<file path="src/rtl/tmu_pkg.sv">
// rtl/tmu_pkg.sv - shared widths, FSM encoding and edge parameter types for the edge stepper
package tmu_pkg;

   localparam int COORD_W = 11;
   localparam int ERR_W   = 12;

   typedef logic [COORD_W-1:0] coord_t;
   typedef logic [ERR_W-1:0]   err_t;

   typedef enum logic {
      IDLE = 1'b0,
      EMIT = 1'b1
   } state_t;

   typedef struct packed {
      logic   positive;
      coord_t q;
      coord_t r;
   } step_t;

   // One triangle edge: per-coordinate steps for dest X, source U and source V.
   typedef struct packed {
      step_t  dx;
      step_t  du;
      step_t  dv;
      coord_t divisor;
   } edge_t;

   function automatic step_t coord_step(edge_t e, int idx);
      step_t s;
      case (idx)
         0:       s = e.dx;
         1:       s = e.du;
         default: s = e.dv;
      endcase
      return s;
   endfunction

endpackage

</file>
<file path="src/rtl/tmu_bresenham11.sv">
// rtl/tmu_bresenham11.sv - one 11-bit Bresenham coordinate stepper with 12-bit error term
module tmu_bresenham11
   import tmu_pkg::*;
(
   input  logic               sys_clk,
   input  logic               sys_rst,
   input  logic               load,
   input  logic [COORD_W-1:0] load_value,
   input  logic               step,
   input  logic [COORD_W-1:0] q,
   input  logic [COORD_W-1:0] r,
   input  logic [COORD_W-1:0] divisor,
   input  logic               positive,
   output logic [COORD_W-1:0] value
);

   err_t   err;
   err_t   e_sum;
   err_t   e_next;
   logic   extra;
   coord_t delta;

   always_comb begin
      e_sum  = err + ERR_W'(r);
      extra  = (e_sum >= ERR_W'(divisor));
      e_next = extra ? (e_sum - ERR_W'(divisor)) : e_sum;
      delta  = q + COORD_W'(extra);
   end

   always_ff @(posedge sys_clk) begin
      if (sys_rst) begin
         value <= '0;
         err   <= '0;
      end else if (load) begin
         value <= load_value;
         err   <= '0;
      end else if (step) begin
         err   <= e_next;
         value <= positive ? (value + delta) : (value - delta);
      end
   end

endmodule

</file>
<file path="src/rtl/tmu_edgestep.sv">
// rtl/tmu_edgestep.sv - triangle edge walker emitting one scanline per beat; TMU_EDGESTEP_PERF_EN adds perf_spans
module tmu_edgestep
   import tmu_pkg::*;
(
   input  logic               sys_clk,
   input  logic               sys_rst,
   output logic               busy,
   input  logic               pipe_stb_i,
   output logic               pipe_ack_o,
   input  logic [COORD_W-1:0] A_S_X,
   input  logic [COORD_W-1:0] A_S_Y,
   input  logic [COORD_W-1:0] A_D_X,
   input  logic [COORD_W-1:0] A_D_Y,
   input  logic [COORD_W-1:0] B_S_X,
   input  logic [COORD_W-1:0] B_S_Y,
   input  logic [COORD_W-1:0] B_D_X,
   input  logic [COORD_W-1:0] B_D_Y,
   input  logic [COORD_W-1:0] C_D_Y,
   input  logic               dx1_positive,
   input  logic [COORD_W-1:0] dx1_q,
   input  logic [COORD_W-1:0] dx1_r,
   input  logic               du1_positive,
   input  logic [COORD_W-1:0] du1_q,
   input  logic [COORD_W-1:0] du1_r,
   input  logic               dv1_positive,
   input  logic [COORD_W-1:0] dv1_q,
   input  logic [COORD_W-1:0] dv1_r,
   input  logic               dx2_positive,
   input  logic [COORD_W-1:0] dx2_q,
   input  logic [COORD_W-1:0] dx2_r,
   input  logic               du2_positive,
   input  logic [COORD_W-1:0] du2_q,
   input  logic [COORD_W-1:0] du2_r,
   input  logic               dv2_positive,
   input  logic [COORD_W-1:0] dv2_q,
   input  logic [COORD_W-1:0] dv2_r,
   input  logic               dx3_positive,
   input  logic [COORD_W-1:0] dx3_q,
   input  logic [COORD_W-1:0] dx3_r,
   input  logic               du3_positive,
   input  logic [COORD_W-1:0] du3_q,
   input  logic [COORD_W-1:0] du3_r,
   input  logic               dv3_positive,
   input  logic [COORD_W-1:0] dv3_q,
   input  logic [COORD_W-1:0] dv3_r,
   input  logic [COORD_W-1:0] divisor1,
   input  logic [COORD_W-1:0] divisor2,
   input  logic [COORD_W-1:0] divisor3,
   output logic               pipe_stb_o,
   input  logic               pipe_ack_i,
   output logic [COORD_W-1:0] Y,
   output logic [COORD_W-1:0] LE_D_X,
   output logic [COORD_W-1:0] LE_S_X,
   output logic [COORD_W-1:0] LE_S_Y,
   output logic [COORD_W-1:0] SE_D_X,
   output logic [COORD_W-1:0] SE_S_X,
   output logic [COORD_W-1:0] SE_S_Y
`ifdef TMU_EDGESTEP_PERF_EN
   ,
   output logic [15:0]        perf_spans
`endif
);

   state_t state;
   edge_t  in_e  [3];
   edge_t  cap_e [3];
   coord_t cap_b_s_x, cap_b_s_y, cap_b_d_x, cap_b_d_y, cap_c_d_y;

   logic   accept, advance, se_at_b;
   coord_t y_next;
   edge_t  se_edge;
   step_t  le_par [3];
   step_t  se_par [3];
   coord_t le_init [3];
   coord_t se_init [3];
   coord_t le_val [3];
   coord_t se_val [3];

   assign in_e[0] = {dx1_positive, dx1_q, dx1_r, du1_positive, du1_q, du1_r,
                     dv1_positive, dv1_q, dv1_r, divisor1};
   assign in_e[1] = {dx2_positive, dx2_q, dx2_r, du2_positive, du2_q, du2_r,
                     dv2_positive, dv2_q, dv2_r, divisor2};
   assign in_e[2] = {dx3_positive, dx3_q, dx3_r, du3_positive, du3_q, du3_r,
                     dv3_positive, dv3_q, dv3_r, divisor3};

   assign busy       = (state != IDLE);
   assign pipe_ack_o = (state == IDLE);
   assign pipe_stb_o = (state == EMIT);

   // The short edge switches from edge1 to edge3 by snapping exactly onto vertex B.
   always_comb begin
      accept  = (state == IDLE) && pipe_stb_i;
      advance = (state == EMIT) && pipe_ack_i && (Y != cap_c_d_y);
      y_next  = Y + COORD_W'(1);
      se_at_b = (y_next == cap_b_d_y);
      se_edge = (y_next < cap_b_d_y) ? cap_e[0] : cap_e[2];
      le_init = '{A_D_X, A_S_X, A_S_Y};
      if (state == IDLE)
         se_init = (A_D_Y == B_D_Y) ? '{B_D_X, B_S_X, B_S_Y} : '{A_D_X, A_S_X, A_S_Y};
      else
         se_init = '{cap_b_d_x, cap_b_s_x, cap_b_s_y};
      for (int i = 0; i < 3; i++) begin
         le_par[i] = coord_step(cap_e[1], i);
         se_par[i] = coord_step(se_edge, i);
      end
   end

   always_ff @(posedge sys_clk) begin
      if (sys_rst) begin
         state     <= IDLE;
         Y         <= '0;
         cap_e     <= '{default: '0};
         cap_b_s_x <= '0;
         cap_b_s_y <= '0;
         cap_b_d_x <= '0;
         cap_b_d_y <= '0;
         cap_c_d_y <= '0;
      end else begin
         case (state)
            IDLE: begin
               if (pipe_stb_i) begin
                  state     <= EMIT;
                  Y         <= A_D_Y;
                  cap_e     <= in_e;
                  cap_b_s_x <= B_S_X;
                  cap_b_s_y <= B_S_Y;
                  cap_b_d_x <= B_D_X;
                  cap_b_d_y <= B_D_Y;
                  cap_c_d_y <= C_D_Y;
               end
            end
            EMIT: begin
               if (pipe_ack_i) begin
                  if (Y == cap_c_d_y)
                     state <= IDLE;
                  else
                     Y <= y_next;
               end
            end
            default: state <= IDLE;
         endcase
      end
   end

   for (genvar i = 0; i < 3; i++) begin : g_coord
      tmu_bresenham11 u_le (
         .sys_clk    (sys_clk),
         .sys_rst    (sys_rst),
         .load       (accept),
         .load_value (le_init[i]),
         .step       (advance),
         .q          (le_par[i].q),
         .r          (le_par[i].r),
         .divisor    (cap_e[1].divisor),
         .positive   (le_par[i].positive),
         .value      (le_val[i])
      );
      tmu_bresenham11 u_se (
         .sys_clk    (sys_clk),
         .sys_rst    (sys_rst),
         .load       (accept || (advance && se_at_b)),
         .load_value (se_init[i]),
         .step       (advance),
         .q          (se_par[i].q),
         .r          (se_par[i].r),
         .divisor    (se_edge.divisor),
         .positive   (se_par[i].positive),
         .value      (se_val[i])
      );
   end

   assign LE_D_X = le_val[0];
   assign LE_S_X = le_val[1];
   assign LE_S_Y = le_val[2];
   assign SE_D_X = se_val[0];
   assign SE_S_X = se_val[1];
   assign SE_S_Y = se_val[2];

`ifdef TMU_EDGESTEP_PERF_EN
   always_ff @(posedge sys_clk) begin
      if (sys_rst)
         perf_spans <= '0;
      else if ((state == EMIT) && pipe_ack_i)
         perf_spans <= perf_spans + 16'd1;
   end
`endif

endmodule

</file>
<file path="config.mk">
export PLATFORM = sky130hd
export DESIGN_NAME = tmu_edgestep
export DESIGN_NICKNAME = d
export VERILOG_FILES = /design/src/rtl/tmu_pkg.sv /design/src/rtl/tmu_bresenham11.sv /design/src/rtl/tmu_edgestep.sv
export SDC_FILE = /design/constraint.sdc
export NUM_CORES = 2
export LEC_CHECK = 0
export ABC_AREA = 0
export BUFFER_PORTS_ARGS = -buffer_cell sky130_fd_sc_hd__buf_2
export CAP_MARGIN = 15
export CORE_MARGIN = 4
export CORE_UTILIZATION = 50
export CTS_CLUSTER_SIZE = 16
export DETAILED_ROUTE_END_ITERATION = 6
export GPL_TIMING_DRIVEN = 0
export PLACE_DENSITY = 0.7
export SKIP_CTS_REPAIR_TIMING = 1
export SYNTH_ARGS = -nofsm -noshare
export SYNTH_HDL_FRONTEND = slang
export SYNTH_SLANG_ARGS = --single-unit
</file>
<file path="constraint.sdc">
create_clock -name sys_clk -period 19.1 [get_ports sys_clk]
set_input_delay 3.82 -clock sys_clk [delete_from_list [all_inputs] [get_ports sys_clk]]
set_output_delay 3.82 -clock sys_clk [all_outputs]
set_load 0.005 [all_outputs]
</file>
# [Word level (Yosys, flattened, before mapping)]
# Cells that the tools add are included.
[word_totals] reg_bits=445 wordCells=141
[op_classes] n_addsub=31 order_cmp=7 n_eq_ne=7 mux=35 n_bitwise=1 reduce_logical=11
[op_table] operator="2-to-1 mux 11 bit" n=21
[op_table] operator="2-to-1 mux 80 bit" n=1
[op_table] operator="adder 12 x 11 -> 12 bit" n=6
[op_table] operator="greater-or-equal comparator 12 x 11 -> 1 bit" n=6
[op_table] operator="2-to-1 mux 12 bit" n=6
[op_table] operator="subtractor 12 x 11 -> 12 bit" n=6
[op_table] operator="adder 11 x 1 -> 11 bit" n=6
[op_table] operator="adder 11 bit" n=6
[op_table] operator="2-to-1 mux 33 bit" n=2
[op_table] operator="subtractor 11 bit" n=6
[op_table] operator="== test 11 bit" n=3
[op_table] operator="case mux 11 bit (2 select lines)" n=1
[op_table] operator="adder 11 x 1 -> 11 bit, second input constant" n=1
[op_table] operator="< comparator 11 bit" n=1
[op_table] operator="!= test 11 bit" n=1
[op_table] operator="!= test 2 bit, second input constant" n=3
[op_table] operator="logical AND 1 bit" n=4
[op_table] operator="nonzero test 2 bit" n=2
[op_table] operator="OR reduction 2 bit" n=2
[op_table] operator="2-to-1 mux 1 bit" n=3
[op_table] operator="AND reduction 3 bit" n=1
[op_table] operator="case mux 1 bit (2 select lines)" n=1
[op_table] operator="AND reduction 2 bit" n=1
[op_table] operator="logical OR 1 bit" n=1
[op_table] operator="inverter 1 bit" n=1

# [Logic depth before layout (Yosys ltp)]
[depth] depth_word=10 depth_mapped=52 depth_no_buf=46

# [Modules after synthesis]
# From an unflattened synthesis, not the netlist that was laid out.
[unflattened] cells_unflattened=4232 hier_area_um2=31998.2
[modules_own_cells] module="tmu_edgestep" instances=1 cells_per_inst=1944 area_per_inst_um2=14376.3
[modules_own_cells] module="tmu_bresenham11 (g_coord[0].u_le ...)" instances=4 cells_per_inst=377 area_per_inst_um2=2915.3
[modules_own_cells] module="tmu_bresenham11 (g_coord[2].u_se)" instances=1 cells_per_inst=400 area_per_inst_um2=3065.4
[modules_own_cells] module="tmu_bresenham11 (g_coord[0].u_se)" instances=1 cells_per_inst=380 area_per_inst_um2=2895.3

# [Worst setup path after synthesis]
# OpenSTA, ideal clock, no wires.
[synth_timing] kind="register to register" start="register Y[0]" end="register g_coord[1].u_se.value[9]" setup_time_ns=0.070 t_arrival_ns=9.901 setup_slack_ns=9.128 path_stages_with_launch=46 period_less_slack_ns=9.972 path_cell_list="dfxtp_1 -> ha_1 -> and3_1 -> nand3_1 -> nor2_1 -> nand3_1 -> xnor2_1 -> ha_1 -> and4_1 -> a2111oi_2 -> buf_2 -> buf_2 -> buf_2 -> buf_1 -> mux2_2 -> ha_1 -> a21o_1 -> a21o_1 -> (+10 left out) -> buf_2 -> ha_1 -> ha_1 -> clkbuf_1 -> nand2_1 -> xor2_1 -> a311o_1 -> and3_1 -> nand2_1 -> o21ai_1 -> xnor2_1 -> ha_1 -> a21oi_1 -> o21ai_1 -> a2111oi_0 -> nor3_1 -> or3_1 -> a21oi_1"
[synth_between] elab_chain_len=10 word_cells_on_any_way=17
[synth_lines] element="start: declaration" line="tmu_edgestep.sv:51" text="output logic [COORD_W-1:0] Y,"
[synth_lines] element="start signal: assignment" line="tmu_edgestep.sv:137" text="Y <= y_next;"
[synth_lines] element="adder 11 x 1 -> 11 bit" line="tmu_edgestep.sv:94" text="y_next = Y + COORD_W'(1);"
[synth_lines] element="< comparator 11 bit" line="tmu_edgestep.sv:96" text="se_edge = (y_next < cap_b_d_y) ? cap_e[0] : cap_e[2];"
[synth_lines] element="2-to-1 mux 80 bit" line="tmu_edgestep.sv:96"
[synth_lines] element="adder 12 x 11 -> 12 bit" line="tmu_bresenham11.sv:24" text="e_sum = err + ERR_W'(r);"
[synth_lines] element="greater-or-equal comparator 12 x 11 -> 1 bit" line="tmu_bresenham11.sv:25" text="extra = (e_sum >= ERR_W'(divisor));"
[synth_lines] element="adder 11 x 1 -> 11 bit" line="tmu_bresenham11.sv:27" text="delta = q + COORD_W'(extra);"
[synth_lines] element="subtractor 11 bit / adder 11 bit (equally long branches)" line="tmu_bresenham11.sv:39" text="value <= positive ? (value + delta) : (value - delta);"
[synth_lines] element="2-to-1 mux 11 bit" line="tmu_bresenham11.sv:39"
[synth_lines] element="2-to-1 mux 11 bit" line="tmu_bresenham11.sv:37" text="end else if (step) begin"
[synth_lines] element="2-to-1 mux 11 bit" line="tmu_bresenham11.sv:34" text="end else if (load) begin"
[synth_lines] element="end signal: assignment" line="tmu_bresenham11.sv:35" text="value <= load_value;"
[synth_lines] element="end signal: assignment" line="tmu_bresenham11.sv:39"
[synth_lines] element="end: declaration" line="tmu_bresenham11.sv:14" text="output logic [COORD_W-1:0] value"
# Parallel ways exist; a longest one is shown, timed or not. The select of a mux whose other input is x is not followed.
# A chain may end at the register's enable or synchronous reset.

# [Worst setup path in the final report]
[layout_timing] start="register Y[0]" end="register g_coord[2].u_se.value[10]"
[layout_between] elab_chain_len=10 word_cells_on_any_way=17
[layout_lines] element="adder 11 x 1 -> 11 bit" line="tmu_edgestep.sv:94"
[layout_lines] element="< comparator 11 bit" line="tmu_edgestep.sv:96"
[layout_lines] element="2-to-1 mux 80 bit" line="tmu_edgestep.sv:96"
[layout_lines] element="adder 12 x 11 -> 12 bit" line="tmu_bresenham11.sv:24"
[layout_lines] element="greater-or-equal comparator 12 x 11 -> 1 bit" line="tmu_bresenham11.sv:25"
[layout_lines] element="adder 11 x 1 -> 11 bit" line="tmu_bresenham11.sv:27"
[layout_lines] element="subtractor 11 bit / adder 11 bit (equally long branches)" line="tmu_bresenham11.sv:39"
[layout_lines] element="2-to-1 mux 11 bit" line="tmu_bresenham11.sv:39"
[layout_lines] element="2-to-1 mux 11 bit" line="tmu_bresenham11.sv:37"
[layout_lines] element="2-to-1 mux 11 bit" line="tmu_bresenham11.sv:34"
[layout_lines] element="end signal: assignment" line="tmu_bresenham11.sv:35"
[layout_lines] element="end signal: assignment" line="tmu_bresenham11.sv:39"
[layout_lines] element="end: declaration" line="tmu_bresenham11.sv:14"
# Parallel ways exist; a longest one is shown, timed or not. The select of a mux whose other input is x is not followed.

==> results.sh <==
export IMPL_stdcell_count=5230
export IMPL_worst_path_max_fanout=10
export IMPL_cts_tree="yes"
export IMPL_synth_edf_count=0
export IMPL_drtIter0Drc=2592
export IMPL_cp_start_kind="flop"
export IMPL_synth_common_cells="866 x nand2_1, 501 x a21oi_1, 445 x dfxtp_1, 225 x ha_1, 225 x nor2_1"
export IMPL_power_leakage_nw=15.2
export IMPL_drc=0
export IMPL_initial_core_util=0.507
export IMPL_overflow=0
export IMPL_drv_slew=0
export IMPL_worstSkewPairLatency_ps=610
export IMPL_cts_made_buffers=51
export IMPL_grt_usage=0.315
export IMPL_routedWlPerCell_um=20.3
export IMPL_first_pass_iters=5
export IMPL_yosys_most_used_dff="dfxtp_1"
export IMPL_num_vias=30000
export IMPL_antenna_found_initial=8
export IMPL_die_area_um2=64000
export IMPL_synthArstFlopShare=0
export IMPL_vdd_drop_max_uv=77.4
export IMPL_grt_max_degree=14
export IMPL_htreeDepth=2
export IMPL_hold_class="reg2reg"
export IMPL_rsz0062_at_grt="no"
export IMPL_slew_headroom=0.235
export IMPL_finalHoldViolations=0
export IMPL_period_share=0.696
export IMPL_max_freq_ghz=0.0752
export IMPL_setup_ws_ps=5810
export IMPL_dieHeight_um=253
export IMPL_netlist_instances=3933
export IMPL_period_minus_slack_ps=13290
export IMPL_routabilityCongestion=0.987
export IMPL_place_ws_ps=6040
export IMPL_viasPerCell=5.74
export IMPL_grt_pass1_wl_um=157000
export IMPL_syn_nets=4519
export IMPL_fill_cells=5643
export IMPL_ys_warnings_count=0
export IMPL_worst_pin_slew_ps=1150
export IMPL_nets=4998
export IMPL_seq_area_um2=8910
export IMPL_yosysTopAreaCell="dfxtp_1"
export IMPL_ys_seq_elements=445
export IMPL_core_area_um2=59200
export IMPL_root_buffer="clkbuf_16"
export IMPL_synth_most_common_cell="nand2_1"
export IMPL_end_kind="flop"
export IMPL_final_area_um2=34900
export IMPL_grt_pass1_vias=27600
export IMPL_fin_skew_ps=13.6
export IMPL_ios=423
export IMPL_io_buffers=422
export IMPL_clock_sinks=445
export IMPL_placed_cell_area_um2=33200
export IMPL_setup_tns_ps=0
export IMPL_synth_area_leaders="dfxtp_1 30%, nand2_1 11%, ha_1 9.4%"
export IMPL_ant_nets=0
export IMPL_cap_viol_max_count=0
export IMPL_netlist_area_um2=30000
export IMPL_cp_arrival_ps=13810
export IMPL_critPathSlowestCell="a2111oi_2"
export IMPL_synth_top_area_share=0.297
export IMPL_die_x_um=253
export IMPL_routed_wl_um=106000
export IMPL_path_common_cell="ha_1"
export IMPL_rows=89
export IMPL_dp_cells=5132
export IMPL_drive_gt1_frac=0.137
export IMPL_cts_reportedPaths_clkPinSlew_ps=60
export IMPL_area_growth_pct=16.3
export IMPL_dpl_hpwl_um=84600
export IMPL_power_density_nw_per_um2=135
export IMPL_yosysSeqAreaShare=0.297
export IMPL_cp_data_required_time_ps=19620
export IMPL_clockBufferDepth=3
export IMPL_cpPeakStageDelay_ps=900
export IMPL_finalSetupViolCount=0
export IMPL_status="complete, no violations"
export IMPL_yosysUniqueCellTypes=83
export IMPL_multi_input_area_um2=19800
export IMPL_worstSetupPathType="reg2reg"
export IMPL_avgSynthCellArea_um2=7.63
[routing by layer]
| layer | part of all wire | up-vias | GRT usage |
|---|---|---|---|
| li1 | - | 14700 | - |
| met1 | 0.41 | 13900 | 0.408 |
| met2 | 0.46 | 1137 | 0.519 |
| met3 | 0.084 | 243 | 0.0527 |
| met4 | 0.046 | 4 | 0.137 |
| met5 | 0.00025 | - | 0 |
[layout by cell type, fill, tap and decap left out, types with 53 or more instances in the layout]
cell,count
nand2_1,866
a21oi_1,501
dfxtp_1,445
buf_2,436
nor2_1,225
ha_1,225
clkbuf_1,206
xnor2_1,203
o21ai_0,124
mux2i_1,124
xor2_1,122
inv_1,104
nand3_1,74
nor3_1,73
o21ai_1,56
clkbuf_16,53
[stage by stage]
step,power [mW],hold slack [ps],utilization
final,4.73,452,0.589
after global routing,5.02,469,0.589
after CTS,4.69,454,0.589
after detailed placement,3.66,445,0.560
after global placement,3.63,438,0.559
after floorplan,3.01,429,-
[critical path, delay by kind of cell (launching register included)]
family | cells | cell delay, ps
adder cells (fa/ha/maj) | 8 | 2480
AND/OR/NAND/NOR | 16 | 2770
AO/OA/AOI/OAI | 13 | 2950
XOR/XNOR | 6 | 1070
buffers and inverters | 7 | 3000
flip-flops | 1 | 550
multiplexers | 1 | 330
[cell families (layout without fill, tap and decap cells)]
family / after synthesis / count (layout) / share of synthesized area
buffers and inverters: 337 / 856 / 0.0431
AO/OA/AOI/OAI: 1013 / 1013 / 0.204
other: 0 / 5 / 0
AND/OR/NAND/NOR: 1396 / 1396 / 0.195
flip-flops: 445 / 445 / 0.297
multiplexers: 174 / 174 / 0.0601
adder cells (fa/ha/maj): 243 / 243 / 0.106
XOR/XNOR: 325 / 325 / 0.0948
[final timing paths]
path | startpoint | end | slack, ps | depth (start not counted)
max | Y[0] | g_coord[2].u_se.value[10] | 5810 | 51
min | cap_e[171] | cap_e[171] | 450 | 2
max reg2reg | Y[0] | g_coord[2].u_se.value[10] | 5810 | 51
min reg2reg | cap_e[171] | cap_e[171] | 450 | 2
[report_power, final]
| group | total, mW | internal (mW) | switching [mW] |
|---|---|---|---|
| clock network | 1.02 | 0.601 | 0.423 |
| logic | 2.58 | 1.08 | 1.50 |
| registers | 1.12 | 1.03 | 0.0962 |
[flip-flops by register name, indices dropped and copies added, names as in the netlist, 11 cells and up]
| signal | flops |
|---|---|
| cap_e | 240 |
| g_coord.u_le.err | 36 |
| g_coord.u_se.err | 36 |
| g_coord.u_le.value | 33 |
| g_coord.u_se.value | 33 |
| Y | 11 |
| cap_b_d_x | 11 |
| cap_b_d_y | 11 |
| cap_b_s_x | 11 |
| cap_b_s_y | 11 |
| cap_c_d_y | 11 |
[cell type report]
class,count,area share
inverter,109,0.0117
buffer,228,0.0254
multi-input combinational,3151,0.568
clock inverter,28,0.00835
tap,773,0.0277
sequential,445,0.255
timing repair buffer,426,0.0622
clock buffer,65,0.0413
antenna,5,0.000358
Power figures use the tool's default switching activity.
